## config.mk

```make
export PLATFORM = sky130hd
export DESIGN_NAME = dcache_controller
export DESIGN_NICKNAME = d
export VERILOG_FILES = /design/src/rtl/dcache_pkg.sv /design/src/rtl/dcache_line_store.sv /design/src/rtl/dcache_controller.sv
export SDC_FILE = /design/constraint.sdc
export NUM_CORES = 1
export LEC_CHECK = 0
export CAP_MARGIN = 20
export CORE_MARGIN = 4
export CORE_UTILIZATION = 35
export CTS_CLUSTER_SIZE = 14
export DETAILED_ROUTE_END_ITERATION = 8
export PLACE_DENSITY = 0.49
export SYNTH_ARGS = -nofsm -noshare
export SYNTH_HDL_FRONTEND = slang
export SYNTH_SLANG_ARGS = --single-unit
```

## constraint.sdc

```tcl
create_clock -name CLK -period 6.9 [get_ports CLK]
set_clock_uncertainty 0.05 [all_clocks]
set_input_delay 1.38 -clock CLK [delete_from_list [all_inputs] [get_ports CLK]]
set_output_delay 1.38 -clock CLK [all_outputs]
set_load 0.03 [all_outputs]
```

## src/rtl/dcache_pkg.sv

```systemverilog
// Shared types and address-field helpers for the direct-mapped write-back data cache.
// Default geometry: 8 lines x 4 words, 32-bit byte addresses.
package dcache_pkg;

  localparam int DEF_LINES          = 8;
  localparam int DEF_WORDS_PER_LINE = 4;
  localparam int DEF_ADDR_W         = 32;

  localparam int OFFSET_W = $clog2(DEF_WORDS_PER_LINE);
  localparam int INDEX_W  = $clog2(DEF_LINES);
  localparam int TAG_W    = DEF_ADDR_W - INDEX_W - OFFSET_W - 2;
  localparam int LINE_W   = DEF_WORDS_PER_LINE * 32;

  typedef enum logic [1:0] {
    IDLE      = 2'd0,
    WRITEBACK = 2'd1,
    ALLOCATE  = 2'd2,
    REFILL    = 2'd3
  } state_t;

  function automatic logic [63:0] addr_field(input logic [63:0] addr,
                                             input int unsigned lsb,
                                             input int unsigned width);
    return (addr >> lsb) & ((64'(1) << width) - 64'(1));
  endfunction

  function automatic logic [63:0] word_offset(input logic [63:0] addr, input int unsigned off_w);
    return addr_field(addr, 2, off_w);
  endfunction

endpackage

```

## src/rtl/dcache_line_store.sv

```systemverilog
// Valid/dirty/tag/data arrays for the cache: combinational read, one write port
// that either merges a single word (sets dirty) or refills a whole line (clean).
module dcache_line_store
  import dcache_pkg::*;
#(
  parameter int LINES          = 8,
  parameter int WORDS_PER_LINE = 4,
  parameter int TAG_W_P        = 25
) (
  input  logic                               i_clk,
  input  logic                               i_rst_n,
  input  logic [$clog2(LINES)-1:0]           i_rindex,
  output logic                               o_valid,
  output logic                               o_dirty,
  output logic [TAG_W_P-1:0]                 o_tag,
  output logic [WORDS_PER_LINE*32-1:0]       o_line,
  input  logic                               i_we,
  input  logic                               i_fill,
  input  logic [$clog2(LINES)-1:0]           i_windex,
  input  logic [TAG_W_P-1:0]                 i_wtag,
  input  logic [WORDS_PER_LINE*32-1:0]       i_wline,
  input  logic [$clog2(WORDS_PER_LINE)-1:0]  i_woffset,
  input  logic [31:0]                        i_wword
);

  localparam int IDX_W = $clog2(LINES);
  localparam int LN_W  = WORDS_PER_LINE * 32;

  logic [LINES-1:0] w_valid;
  logic [LINES-1:0] w_dirty;
  logic [TAG_W_P-1:0] w_tags [LINES];
  logic [LN_W-1:0]    w_lines [LINES];

  genvar gi;
  generate
    for (gi = 0; gi < LINES; gi++) begin : g_line
      logic               r_valid;
      logic               r_dirty;
      logic [TAG_W_P-1:0] r_tag;
      logic [LN_W-1:0]    r_data;
      logic               w_sel;

      assign w_sel = i_we && (i_windex == IDX_W'(gi));

      always_ff @(posedge i_clk or negedge i_rst_n) begin
        if (!i_rst_n) begin
          r_valid <= 1'b0;
          r_dirty <= 1'b0;
        end else if (w_sel) begin
          r_valid <= r_valid | i_fill;
          r_dirty <= !i_fill;
        end
      end

      // Tag and data carry no reset: they are meaningless while valid is clear.
      always_ff @(posedge i_clk) begin
        if (w_sel) begin
          if (i_fill) begin
            r_tag  <= i_wtag;
            r_data <= i_wline;
          end else begin
            r_data[32*i_woffset +: 32] <= i_wword;
          end
        end
      end

      assign w_valid[gi] = r_valid;
      assign w_dirty[gi] = r_dirty;
      assign w_tags[gi]  = r_tag;
      assign w_lines[gi] = r_data;
    end
  endgenerate

  assign o_valid = w_valid[i_rindex];
  assign o_dirty = w_dirty[i_rindex];
  assign o_tag   = w_tags[i_rindex];
  assign o_line  = w_lines[i_rindex];

endmodule

```

## src/rtl/dcache_controller.sv

```systemverilog
// Direct-mapped write-back, write-allocate data cache controller with block handshake to memory.
// Optional hit/miss counters are built when DCACHE_STATS_EN is defined.
module dcache_controller
  import dcache_pkg::*;
#(
  parameter int LINES          = DEF_LINES,
  parameter int WORDS_PER_LINE = DEF_WORDS_PER_LINE,
  parameter int ADDR_W         = DEF_ADDR_W
) (
  input  logic                                      CLK,
  input  logic                                      RESET,
  input  logic                                      READ,
  input  logic                                      WRITE,
  input  logic [ADDR_W-1:0]                         ADDRESS,
  input  logic [31:0]                               WRITEDATA,
  output logic [31:0]                               READDATA,
  output logic                                      BUSYWAIT,
  output logic                                      MEM_READ,
  output logic                                      MEM_WRITE,
  output logic [ADDR_W-$clog2(WORDS_PER_LINE)-3:0]  MEM_ADDRESS,
  output logic [WORDS_PER_LINE*32-1:0]              MEM_WRITEDATA,
  input  logic [WORDS_PER_LINE*32-1:0]              MEM_READDATA,
  input  logic                                      MEM_BUSYWAIT
`ifdef DCACHE_STATS_EN
  ,
  output logic [31:0]                               HIT_COUNT,
  output logic [31:0]                               MISS_COUNT
`endif
);

  localparam int OFF_W   = $clog2(WORDS_PER_LINE);
  localparam int IDX_W   = $clog2(LINES);
  localparam int BLK_LSB = OFF_W + 2;
  localparam int BLK_W   = ADDR_W - BLK_LSB;
  localparam int TG_W    = BLK_W - IDX_W;
  localparam int LN_W    = WORDS_PER_LINE * 32;

  state_t             r_state;
  logic               r_mem_read;
  logic               r_mem_write;
  logic [BLK_W-1:0]   r_mem_address;
  logic [BLK_W-1:0]   r_miss_blk;
  logic [LN_W-1:0]    r_mem_writedata;
  logic [LN_W-1:0]    r_fill_line;

  logic               w_req;
  logic [OFF_W-1:0]   w_offset;
  logic [IDX_W-1:0]   w_index;
  logic [TG_W-1:0]    w_tag;
  logic [BLK_W-1:0]   w_blk;
  logic               w_valid;
  logic               w_dirty;
  logic [TG_W-1:0]    w_tag_rd;
  logic [LN_W-1:0]    w_line;
  logic               w_hit;
  logic               w_merge;
  logic               w_refill;
  logic               w_unused_addr;

  assign w_req         = READ | WRITE;
  assign w_offset      = OFF_W'(word_offset(64'(ADDRESS), OFF_W));
  assign w_index       = IDX_W'(addr_field(64'(ADDRESS), BLK_LSB, IDX_W));
  assign w_tag         = TG_W'(addr_field(64'(ADDRESS), BLK_LSB + IDX_W, TG_W));
  assign w_blk         = ADDRESS[ADDR_W-1:BLK_LSB];
  assign w_unused_addr = &{1'b0, ADDRESS[1:0]};

  assign w_hit    = w_valid && (w_tag_rd == w_tag);
  assign w_merge  = (r_state == IDLE) && WRITE && w_hit;
  assign w_refill = (r_state == REFILL);

  dcache_line_store #(
    .LINES          (LINES),
    .WORDS_PER_LINE (WORDS_PER_LINE),
    .TAG_W_P        (TG_W)
  ) u_store (
    .i_clk     (CLK),
    .i_rst_n   (RESET),
    .i_rindex  (w_index),
    .o_valid   (w_valid),
    .o_dirty   (w_dirty),
    .o_tag     (w_tag_rd),
    .o_line    (w_line),
    .i_we      (w_merge | w_refill),
    .i_fill    (w_refill),
    .i_windex  (w_refill ? r_mem_address[IDX_W-1:0] : w_index),
    .i_wtag    (r_mem_address[BLK_W-1:IDX_W]),
    .i_wline   (r_fill_line),
    .i_woffset (w_offset),
    .i_wword   (WRITEDATA)
  );

  assign READDATA      = w_hit ? w_line[32*w_offset +: 32] : 32'd0;
  // Reset gates the stall so a CPU still holding a request sees BUSYWAIT drop at once.
  assign BUSYWAIT      = RESET && ((r_state != IDLE) || (w_req && !w_hit));
  assign MEM_READ      = r_mem_read;
  assign MEM_WRITE     = r_mem_write;
  assign MEM_ADDRESS   = r_mem_address;
  assign MEM_WRITEDATA = r_mem_writedata;

  always_ff @(posedge CLK or negedge RESET) begin
    if (!RESET) begin
      r_state         <= IDLE;
      r_mem_read      <= 1'b0;
      r_mem_write     <= 1'b0;
      r_mem_address   <= '0;
      r_miss_blk      <= '0;
      r_mem_writedata <= '0;
      r_fill_line     <= '0;
    end else begin
      case (r_state)
        IDLE: begin
          if (w_req && !w_hit) begin
            r_miss_blk <= w_blk;
            if (w_valid && w_dirty) begin
              r_state         <= WRITEBACK;
              r_mem_write     <= 1'b1;
              r_mem_address   <= {w_tag_rd, w_index};
              r_mem_writedata <= w_line;
            end else begin
              r_state       <= ALLOCATE;
              r_mem_read    <= 1'b1;
              r_mem_address <= w_blk;
            end
          end
        end
        WRITEBACK: begin
          // A request abandoned during writeback only finishes the writeback.
          if (!MEM_BUSYWAIT) begin
            r_mem_write <= 1'b0;
            if (w_req) begin
              r_state       <= ALLOCATE;
              r_mem_read    <= 1'b1;
              r_mem_address <= r_miss_blk;
            end else begin
              r_state <= IDLE;
            end
          end
        end
        ALLOCATE: begin
          if (!MEM_BUSYWAIT) begin
            r_state     <= REFILL;
            r_mem_read  <= 1'b0;
            r_fill_line <= MEM_READDATA;
          end
        end
        default: r_state <= IDLE;
      endcase
    end
  end

`ifdef DCACHE_STATS_EN
  logic [31:0] r_hit_count;
  logic [31:0] r_miss_count;
  logic        r_reeval;

  // The hit seen right after a refill belongs to the miss already counted.
  always_ff @(posedge CLK or negedge RESET) begin
    if (!RESET) begin
      r_hit_count  <= '0;
      r_miss_count <= '0;
      r_reeval     <= 1'b0;
    end else begin
      r_reeval <= (r_state == REFILL);
      if ((r_state == IDLE) && w_req) begin
        if (!w_hit) begin
          if (r_miss_count != 32'hFFFF_FFFF) r_miss_count <= r_miss_count + 32'd1;
        end else if (!r_reeval) begin
          if (r_hit_count != 32'hFFFF_FFFF) r_hit_count <= r_hit_count + 32'd1;
        end
      end
    end
  end

  assign HIT_COUNT  = r_hit_count;
  assign MISS_COUNT = r_miss_count;
`endif

endmodule

```

==> report_table.html <==
<table>
<tr><th>Metric</th><th>Value</th></tr>
<tr><th colspan="2">Worst setup path</th></tr>
<tr><td>Critical path, cell by cell</td><td>buf_8, nor2_1, a221oi_1, xor2_1, buf_4, nor4_1, nand4_1, buf_4, a21oi_1, buf_12</td></tr>
<tr><td>Most frequent cell on the critical path</td><td>buf_4</td></tr>
<tr><td>Reg-to-Reg Start</td><td>u_store.g_line[6].r_tag[15]</td></tr>
<tr><td>Kind of critical path</td><td>in -&gt; out</td></tr>
<tr><td>Slowest cell on the critical path</td><td>nor2_1</td></tr>
<tr><td>Reg-to-reg critical path endpoint</td><td>u_store.g_line[0].r_data[52]</td></tr>
<tr><td>CP endpoint kind</td><td>output pin</td></tr>
<tr><td>Sort of element at the start of the critical path</td><td>primary input</td></tr>
<tr><td>Critical path required time</td><td>5.47 ns</td></tr>
<tr><td>Crit path arrival time</td><td>4.84 ns</td></tr>
<tr><td>Slowest cell delay on critical path</td><td>0.79 ns</td></tr>
<tr><td>Maximum fanout along the worst path</td><td>47</td></tr>
<tr><td>Reg2Reg Setup Slack</td><td>2.84 ns</td></tr>
<tr><td>Number of cells on the worst reg-to-reg path</td><td>10</td></tr>
<tr><th colspan="2">Global routing</th></tr>
<tr><td>Global-route wire length before repair</td><td>272 mm</td></tr>
<tr><td>Largest net degree at the start of global routing</td><td>135</td></tr>
<tr><td>Overall global routing resource usage</td><td>21.1%</td></tr>
<tr><td>Initial antenna violation count</td><td>11</td></tr>
<tr><td>Congestion Overflow GR</td><td>0</td></tr>
<tr><td>Number of global-route vias before repair</td><td>34,095</td></tr>
<tr><th colspan="2">Clocking</th></tr>
<tr><td>Post-CTS Resized</td><td>0</td></tr>
<tr><td>CTS tree</td><td>built</td></tr>
<tr><td>Number of hold-repair buffers added at the cts stage</td><td>0</td></tr>
<tr><td>Library cell used as clock root buffer</td><td>clkbuf_16</td></tr>
<tr><td>Sink count of the clock tree</td><td>1,556</td></tr>
<tr><td>Register clock-pin slew on the reported worst setup and hold paths</td><td>0.05 ns</td></tr>
<tr><td>Bufs on Longest Clock Path</td><td>3</td></tr>
<tr><td>CTS H-tree depth</td><td>4</td></tr>
<tr><td>Number of setup buffers added after CTS</td><td>0</td></tr>
<tr><td>Latest clock arrival within the worst-skew pair</td><td>0.81 ns</td></tr>
<tr><td>Number of clock buffers inserted by TritonCTS</td><td>170</td></tr>
<tr><th colspan="2">Timing</th></tr>
<tr><td>Ratio of final minimum period to clock period</td><td>90.9%</td></tr>
<tr><td>Worst Tran Pin Value</td><td>1.21 ns</td></tr>
<tr><td>Worst slew slack as a fraction of its limit</td><td>18.9%</td></tr>
<tr><td>Max Clock Freq</td><td>160 MHz</td></tr>
<tr><td>Final hold slack</td><td>0.362 ns</td></tr>
<tr><td>Minimum clock period</td><td>6.27 ns</td></tr>
<tr><td>Setup-failing EPs final</td><td>0</td></tr>
<tr><td>Setup TNS</td><td>0 ns</td></tr>
<tr><td>Max Transition Viols Final</td><td>0</td></tr>
<tr><td>Hold Violations, Final</td><td>0</td></tr>
<tr><td>Setup repair after global routing missed its margin</td><td>no</td></tr>
<tr><th colspan="2">Synthesis</th></tr>
<tr><td>Flip-flop and latch count after synthesis</td><td>1,556</td></tr>
<tr><td>Dominant register cell in the synthesized netlist</td><td>edfxtp_1</td></tr>
<tr><td>Mean instance size in the synthesized netlist</td><td>19.2 µm²</td></tr>
<tr><td>Synth Cell Area</td><td>0.0622 mm²</td></tr>
<tr><td>Post-Synthesis Net Count</td><td>3,448</td></tr>
<tr><td>Count of unique library cells instantiated by Yosys</td><td>54</td></tr>
<tr><td>Proportion of synthesized chip area in sequential cells</td><td>72.4%</td></tr>
<tr><td>Number of flops mapped to enable cells by yosys</td><td>1,224</td></tr>
<tr><td>Warnings from Yosys</td><td>0</td></tr>
<tr><td>Synth async-reset ratio</td><td>21.3%</td></tr>
<tr><td>Post-synthesis cell count</td><td>3,247</td></tr>
<tr><th colspan="2">Floorplanning</th></tr>
<tr><td>Die extent in x</td><td>430 µm</td></tr>
<tr><td>Chip Height</td><td>430 µm</td></tr>
<tr><td>Total die area</td><td>0.185 mm²</td></tr>
<tr><td>Total core area</td><td>0.176 mm²</td></tr>
<tr><td>Number of top-level design ports</td><td>388</td></tr>
<tr><td>Number of standard-cell rows in the floorplan</td><td>154</td></tr>
<tr><td>Starting density of the core</td><td>35.2%</td></tr>
<tr><th colspan="2">Cells and area</th></tr>
<tr><td>Combined area of the multi-input logic cells</td><td>0.0165 mm²</td></tr>
<tr><td>Layout cells sized above 1</td><td>31.6%</td></tr>
<tr><td>NumNets Final</td><td>3,984</td></tr>
<tr><td>Layout-stage area growth over the synthesis result</td><td>22.4%</td></tr>
<tr><td>FF/Latch Area</td><td>0.0451 mm²</td></tr>
<tr><td>Fin cells</td><td>6,277</td></tr>
<tr><td>Number of fillers in the final layout</td><td>15,774</td></tr>
<tr><th colspan="2">Power</th></tr>
<tr><td>Cell Pwr Density</td><td>398 mW/mm²</td></tr>
<tr><td>Power dissipated by switching net loads</td><td>9.24 mW</td></tr>
<tr><td>Proportion of power drawn by the clock network</td><td>29.6%</td></tr>
<tr><td>Int Power</td><td>21.1 mW</td></tr>
<tr><td>Worst IR drop on VDD</td><td>0.257 mV</td></tr>
<tr><td>Proportion of power drawn by flip-flops and latches</td><td>46.8%</td></tr>
<tr><td>Comb power frac</td><td>23.6%</td></tr>
<tr><td>Switching power as a share of total power</td><td>30.5%</td></tr>
<tr><td>Leakage dissipation</td><td>26.4 nW</td></tr>
<tr><th colspan="2">Placement</th></tr>
<tr><td>Number of placed instances with taps included</td><td>5,950</td></tr>
<tr><td>Routability Congestion</td><td>0.771</td></tr>
<tr><td>Count of input and output buffers</td><td>385</td></tr>
<tr><td>Detailed-placement wirelength estimate</td><td>123 mm</td></tr>
<tr><th colspan="2">Hold path</th></tr>
<tr><td>Worst hold path type</td><td>in -&gt; async</td></tr>
<tr><th colspan="2">Routing</th></tr>
<tr><td>Average via count per standard cell</td><td>5.26</td></tr>
<tr><td>Routed wire length</td><td>196 mm</td></tr>
<tr><td>Number of vias after detailed routing</td><td>33,002</td></tr>
<tr><td>Detailed-route DRC error count</td><td>0</td></tr>
<tr><td>1st-iter DRT viols</td><td>2,897</td></tr>
<tr><td>Post-route antenna net violation count</td><td>0</td></tr>
<tr><td>Routed WL per cell</td><td>31.3 µm</td></tr>
<tr><td>First-pass iteration count of the detailed router</td><td>5</td></tr>
<tr><th colspan="2">Flow run</th></tr>
<tr><td>Max Cap Viol</td><td>0</td></tr>
<tr><th colspan="2">Status</th></tr>
<tr><td>Outcome</td><td>complete, no violations</td></tr>
</table>
## critical path, delay by kind of cell
kind / cells / cell delay [ns]
simple gates: 3 / 1.41
compound gates: 2 / 0.78
buf+inv: 4 / 0.92
xor+xnor: 1 / 0.23
## kinds of logic (layout without fill, tap and decap cells)
logic type	after synthesis	count (layout)	share of synthesized area [%]
AO/OA/AOI/OAI	277	277	3.30
XOR/XNOR	15	15	0.211
adder cells (fa/ha/maj)	4	4	0.0805
buffers and inverters	208	891	1.55
flip-flops	1556	1556	72.4
multiplexers	808	808	19.5
other	0	7	0
AND/OR/NAND/NOR	379	379	2.93
## worst max-delay path by stage
stage / start / endpoint / slack, ns / cells past startpoint
6_report: ADDRESS[6] / READDATA[16] / 0.63 / 10
5_1_grt: ADDRESS[4] / READDATA[23] / 0.29 / 10
4_1_cts: ADDRESS[4] / READDATA[23] / 0.55 / 10
3_5_place_dp: ADDRESS[4] / READDATA[23] / 0.56 / 10
3_3_place_gp: ADDRESS[4] / READDATA[23] / 0.58 / 10
2_1_floorplan: r_state[1] / u_store.g_line[1].r_data[64] / 0.83 / 5
## synthesized netlist by cell type (2+ instances only)
master / n / share of area (%)
o21ai_0: 34 / 0.27
and4b_1: 3 / 0.048
and2_1: 4 / 0.040
nor4b_1: 7 / 0.099
a31oi_1: 6 / 0.060
xor2_1: 10 / 0.14
and4_1: 2 / 0.028
mux2i_1: 77 / 1.2
mux2_2: 441 / 8.0
a221oi_1: 4 / 0.056
or2_2: 11 / 0.11
nor3b_1: 2 / 0.024
buf_1: 22 / 0.13
a21boi_0: 2 / 0.024
mux4_2: 276 / 10
clkbuf_1: 101 / 0.61
buf_4: 20 / 0.24
edfxtp_1: 1224 / 59
nor2_1: 188 / 1.1
buf_2: 44 / 0.35
a211oi_1: 2 / 0.024
nand4_1: 3 / 0.030
o31a_1: 6 / 0.084
nor3_1: 10 / 0.080
nor2b_1: 6 / 0.060
nand2_1: 50 / 0.30
mux2_1: 13 / 0.24
buf_6: 7 / 0.13
ha_1: 4 / 0.080
o22ai_1: 6 / 0.060
or4_1: 2 / 0.024
nor4_1: 2 / 0.020
or3_1: 67 / 0.67
xnor2_1: 5 / 0.070
a22oi_1: 10 / 0.12
nand2b_1: 10 / 0.10
nand3_1: 6 / 0.048
a22o_1: 141 / 2.0
a21oi_1: 52 / 0.42
dfrtp_1: 332 / 13
inv_1: 14 / 0.084
o21a_1: 9 / 0.11
## routing by layer
layer / vias up / track usage [%] / wire, µm
met4: 6 / 8.10 / 7440
li1: 14096 / - / -
met5: - / 0 / 47
met2: 985 / 35.9 / 99500
met3: 245 / 3.83 / 10900
met1: 17670 / 26.8 / 78500
## power by group through the flow
stage / clock [mW] / combinational (mW) / sequential, mW
floorplan: 0 / 3.35 / 14.6
global placement: 0 / 7.20 / 14.3
detailed placement: 0 / 7.28 / 14.4
CTS: 9.20 / 7.30 / 14.2
global route: 9.60 / 7.60 / 14.4
finish: 8.98 / 7.14 / 14.2
## cells in the final DEF (no fill, tap or decap), types with 10 or more instances in the layout
cell type	n
mux2_1	13
clkbuf_1	46
buf_12	78
or2_2	11
a22o_1	141
edfxtp_1	1224
mux2_2	441
or3_1	67
clkbuf_16	170
clkinv_1	25
xor2_1	10
buf_4	128
dfrtp_1	332
clkbuf_8	15
clkdlybuf4s50_1	347
nor2_4	35
nand2b_1	10
inv_1	12
mux2i_1	77
nand2_1	50
a22oi_1	10
mux4_2	276
nor2_1	152
clkinv_2	35
bufinv_16	11
a21oi_1	52
o21ai_0	34
## state kept, by name, indices dropped and copies added, names as in the netlist
| signal | count |
|---|---|
| MEM_ADDRESS | 28 |
| u_store.g_line.r_data | 1024 |
| u_store.g_line.r_dirty | 8 |
| u_store.g_line.r_valid | 8 |
| MEM_WRITEDATA | 128 |
| r_fill_line | 128 |
| MEM_READ | 1 |
| u_store.g_line.r_tag | 200 |
| r_miss_blk | 28 |
| MEM_WRITE | 1 |
| r_state | 2 |
## per-stage QoR
step	setup WS [ns]	util (%)	power (mW)	instance area (µm²)
2_1_floorplan	0.827	-	18.0	62200
5_1_grt	0.290	43.1	31.6	76100
3_3_place_gp	0.578	40.0	21.6	70600
3_5_place_dp	0.557	40.0	21.7	70600
4_1_cts	0.552	43.1	30.7	76100
6_report	0.630	43.1	30.3	76100
## area by class of cell
class	count	share of cell area (%)
tap	2340	3.85
clock inverter	88	1.18
antenna	7	0.0230
clock buffer	231	6.08
multi-input combinational	1483	21.7
sequential	1556	59.2
timing repair buffer	558	7.96
inverter	14	0.0690
Note: power is estimated with default switching activity, not from simulation.
